--- src/rtl/hazard_ctrl.sv ---
// Hazard and stall controller for the five-stage MIPS pipeline: register RAW
// hazards from Tuse/Tnew, a multiply/divide busy counter and a stall-cycle counter.
module hazard_ctrl #(
    parameter int unsigned MULT_CYC = 5,
    parameter int unsigned DIV_CYC  = 10
) (
    input  logic        clk,
    input  logic        rst,
    input  logic        Req,
    input  logic [4:0]  D_rs_addr,
    input  logic [4:0]  D_rt_addr,
    input  logic [1:0]  D_rs_tuse,
    input  logic [1:0]  D_rt_tuse,
    input  logic        D_md,
    input  logic [4:0]  E_wa,
    input  logic [1:0]  E_tnew,
    input  logic [4:0]  M_wa,
    input  logic [1:0]  M_tnew,
    input  logic        E_start,
    input  logic        E_div,
    output logic        stall,
    output logic        mdu_busy,
    output logic [3:0]  busy_cnt,
    output logic [31:0] stall_cnt
);

    localparam logic [3:0] MULT_LOAD = 4'(MULT_CYC);
    localparam logic [3:0] DIV_LOAD  = 4'(DIV_CYC);

    logic [4:0]  src_addr [2];
    logic [1:0]  src_tuse [2];
    logic [1:0]  src_haz;
    logic        md_haz;

    logic [3:0]  busy_cnt_q, busy_cnt_d;
    logic [31:0] stall_cnt_q, stall_cnt_d;

    assign src_addr[0] = D_rs_addr;
    assign src_addr[1] = D_rt_addr;
    assign src_tuse[0] = D_rs_tuse;
    assign src_tuse[1] = D_rt_tuse;

    // One RAW checker per source operand; tuse == 3 marks the operand unused.
    generate
        for (genvar gi = 0; gi < 2; gi++) begin : g_src
            logic e_hit;
            logic m_hit;
            assign e_hit = (src_addr[gi] == E_wa) && (src_tuse[gi] < E_tnew);
            assign m_hit = (src_addr[gi] == M_wa) && (src_tuse[gi] < M_tnew);
            assign src_haz[gi] = (src_addr[gi] != 5'd0) && (src_tuse[gi] != 2'd3)
                                 && (e_hit || m_hit);
        end
    endgenerate

    assign mdu_busy = (busy_cnt_q != 4'd0);
    assign md_haz   = D_md && (mdu_busy || E_start);
    assign stall    = !Req && (|src_haz || md_haz);

    always_comb begin
        busy_cnt_d  = busy_cnt_q;
        stall_cnt_d = stall_cnt_q;
        // A killed start never loads, but an op already in flight keeps counting.
        if (E_start && !Req) begin
            busy_cnt_d = E_div ? DIV_LOAD : MULT_LOAD;
        end else if (busy_cnt_q != 4'd0) begin
            busy_cnt_d = busy_cnt_q - 4'd1;
        end
        if (stall && (stall_cnt_q != 32'hFFFF_FFFF)) begin
            stall_cnt_d = stall_cnt_q + 32'd1;
        end
    end

    always_ff @(posedge clk) begin
        if (!rst) begin
            busy_cnt_q  <= 4'd0;
            stall_cnt_q <= 32'd0;
        end else begin
            busy_cnt_q  <= busy_cnt_d;
            stall_cnt_q <= stall_cnt_d;
        end
    end

    assign busy_cnt  = busy_cnt_q;
    assign stall_cnt = stall_cnt_q;

endmodule

--- config.mk ---
export PLATFORM = sky130hd
export DESIGN_NAME = hazard_ctrl
export DESIGN_NICKNAME = d
export VERILOG_FILES = /design/src/rtl/hazard_ctrl.sv
export SDC_FILE = /design/constraint.sdc
export NUM_CORES = 1
export LEC_CHECK = 0
export BUFFER_PORTS_ARGS = -buffer_cell sky130_fd_sc_hd__buf_4
export CAP_MARGIN = 10
export CORE_MARGIN = 2
export CORE_UTILIZATION = 45
export DETAILED_ROUTE_END_ITERATION = 8
export PLACE_DENSITY = 0.81
export SLEW_MARGIN = 20
export SYNTH_ARGS = -nofsm -noshare
export SYNTH_HDL_FRONTEND = slang
export SYNTH_SLANG_ARGS = --single-unit
--- constraint.sdc ---
create_clock -name clk -period 4.5 [get_ports clk]
set_input_delay 1.35 -clock clk [delete_from_list [all_inputs] [get_ports clk]]
set_output_delay 1.35 -clock clk [all_outputs]
set_load 0.03 [all_outputs]
==> qor.csv <==
stage,metric,value,unit
flow_run,Max Cap Viol,0,
final_layout,area grow syn2layout,31.6,%
power_and_ir_drop,P_int,662,uW
timing,unrepaired setup endpoints after global routing,no,
detailed_routing,DRT antenna net count,0,
logic_synthesis,complex-gate fraction of the synthesized area,0.213,
power_and_ir_drop,register share of total power,0.360,
cts,number of clock sinks,36,
timing,Slew Limit Fails,0,
final_layout,fill count,436,
logic_synthesis,"Seq/Total Area, Yosys",0.326,
final_layout,# diodes,0,
place,HPWL Detailed,4150,um
timing,Fin Hold WS,502,ps
place,GPL Wtd Cong,0.767,
power_and_ir_drop,Gate power share,0.322,
logic_synthesis,cell area after synthesis,2210,sq um
grt,initial antenna violation count,0,
grt,Overflow after GRT,0,
place,port bufs,71,
power_and_ir_drop,Max IR drop VDD,0.271,mV
worst_setup_path,CP Class,in2out,
worst_setup_path,startpoint types,primary input,
cts,H-tree Lvls,2,
cts,post-CTS setup buffers,0,
grt,first-pass GRT wire length,9220,um
cts,worst-case clock buffer depth,2,
worst_setup_path,CP max FO,3,
logic_synthesis,top_reg_cell synth,dfxtp_1,
detailed_routing,WL per Instance,14.0,um
floorplan,die width,74.1,um
logic_synthesis,Mapped Cells,272,
logic_synthesis,number of flops mapped to enable cells by yosys,0,
timing,Final Critical Period,4210,ps
timing,final hold viol count,0,
power_and_ir_drop,Clk pwr share,0.317,
floorplan,site row count,25,
logic_synthesis,syn_nets,313,
detailed_routing,DR vias,2334,
logic_synthesis,Synth area leader,dfxtp_1,
worst_setup_path,Worst Path Required,3150,ps
timing,period utilization,0.935,
worst_setup_path,worst path arrival time,2860,ps
power_and_ir_drop,Leakage Power,0.00108,uW
floorplan,Die H,74.1,um
final_layout,"commonest non-fill, non-tap cell in the layout",buf_4,
timing,Slew @ Worst Pin,939,ps
floorplan,Ports,72,
cts,Clock Tree Root,clkbuf_8,
logic_synthesis,Yosys reg bits,36,
grt,vias in the first global route,2160,
final_layout,most frequent cells in the layout,"buf_4, dfxtp_1, a21oi_1",
logic_synthesis,largest family of logic cells by synthesized area,simple AND/OR/NAND/NOR gates,
grt,gr usage total,0.213,
floorplan,Core ar.,4720,sq um
timing,Max Fclk,238,MHz
worst_setup_path,Worst Setup End Kind,output port,
logic_synthesis,Synth Area per Inst,8.13,sq um
cts,CTS tree,built,
floorplan,Initial Utilization,0.468,
hold_path,Hold WC Path Type,reg2reg,
detailed_routing,Initial DRC Count,176,
power_and_ir_drop,switching power of the nets,334,uW
logic_synthesis,asr flop ratio synth,0,
status,status,completed,
logic_synthesis,simple-gate share of the synthesized area,0.278,
cts,CTS hold repair buffers,0,
detailed_routing,DR pass1 iterations,4,
cts,Num CTS Buffers,5,
power_and_ir_drop,net switching fraction of the power,0.335,
detailed_routing,DRC,0,
logic_synthesis,post-synthesis xor/xnor area fraction,0.0951,
logic_synthesis,Adder-Cell Fraction of Synth Area,0.0396,
timing,Clock Skew,9.21,ps
grt,largest net degree at the start of global routing,36,
logic_synthesis,largest cells by area after synthesis,"dfxtp_1, a21oi_1, xor2_1",
power_and_ir_drop,Power Density,342,nW/um^2
logic_synthesis,synth warn,0,
cts,Worst-Skew Late Latency,300,ps
floorplan,Die ar.,5490,sq um
timing,Slew Limit Headroom,0.370,
timing,setup TNS,0,ps
logic_synthesis,"Distinct cells, synth",40,
final_layout,layout cell share with drive strength beyond 1,0.262,
detailed_routing,final wirelength,5690,um
logic_synthesis,multiplexer share of the synthesized area,0.00453,
cts,Clock transition at path regs,70,ps
detailed_routing,Vias/cell,5.73,
logic_synthesis,top-area cell type share of the netlist area,0.326,
final_layout,nets,380,
timing,Final setup violation count,0,
cts,post-CTS sizing,0,
Yosys cell counts, types with 6 or more instances:
master,instances
o21ai_0,16
nand3_1,12
nand4_1,15
o31ai_1,15
xor2_1,17
a21oi_1,35
clkbuf_1,7
or4_1,17
or3_1,14
nor2_1,8
ha_1,7
xnor2_1,7
inv_1,7
nand2b_1,6
nand2_1,14
dfxtp_1,36
logic make-up (layout without fill, tap and decap cells):
logic type      Yosys count  in the layout
flops                    36             36
mux                       1              1
fa+ha+maj                 7              7
simple gates            105            105
xor+xnor                 24             24
buf+inv                  21             89
compound gates           78             78
per-layer routing:
metal	vias to the layer above	part of all wire	global-route usage
li1	1153	-	-
met1	1085	0.42	0.249
met2	84	0.50	0.368
met3	12	0.066	0.0420
met4	0	0.021	0.109
met5	-	0	0
power groups by stage:
stage | Sequential [uW] | Combinational, uW | Clock [uW]
CTS | 360 | 322 | 318
floorplan | 403 | 178 | 0
finish | 359 | 321 | 316
global placement | 367 | 314 | 0
detailed placement | 367 | 320 | 0
global route | 362 | 358 | 330
per-stage QoR:
stage / utilization / total power [uW] / cell area (sq um) / std cells / worst slack, ps
2_1_floorplan: - / 581 / 2210 / 272 / 266
3_3_place_gp: 0.588 / 681 / 2780 / 399 / 387
3_5_place_dp: 0.588 / 687 / 2780 / 399 / 343
4_1_cts: 0.614 / 1000 / 2900 / 407 / 341
5_1_grt: 0.616 / 1050 / 2910 / 407 / 161
6_report: 0.616 / 996 / 2910 / 407 / 291
sequential cells by signal, summed over array words and instances, names as in the netlist:
register	count
stall_cnt	32
busy_cnt	4
final cells by class:
| cell class | instances | area [sq um] | share of cell area |
|---|---|---|---|
| Multi-Input combinational cell | 215 | 1400 | 0.481 |
| Sequential cell | 36 | 721 | 0.248 |
| Timing Repair Buffer | 73 | 548 | 0.188 |
| Clock buffer | 7 | 96.3 | 0.0331 |
| Tap cell | 67 | 83.8 | 0.0288 |
| Clock inverter | 1 | 30.0 | 0.0103 |
| Inverter | 8 | 30.0 | 0.0103 |
worst paths after layout:
path                                     from             to  slack, ps  cells past startpoint
worst max-delay path             D_rt_tuse[1]          stall        290                      8
worst min-delay path            stall_cnt[25]  stall_cnt[25]        500                      2
worst max register to register   stall_cnt[6]  stall_cnt[28]       2130                      7
worst min register to register  stall_cnt[25]  stall_cnt[25]        500                      2
critical path: stages:
cell	delay, ps
buf_4	130
ha_1	310
a2111oi_2	360
nand4_1	170
a21oi_2	250
nor2_2	70
inv_1	80
buf_4	160
Power figures use the tool's default switching activity.
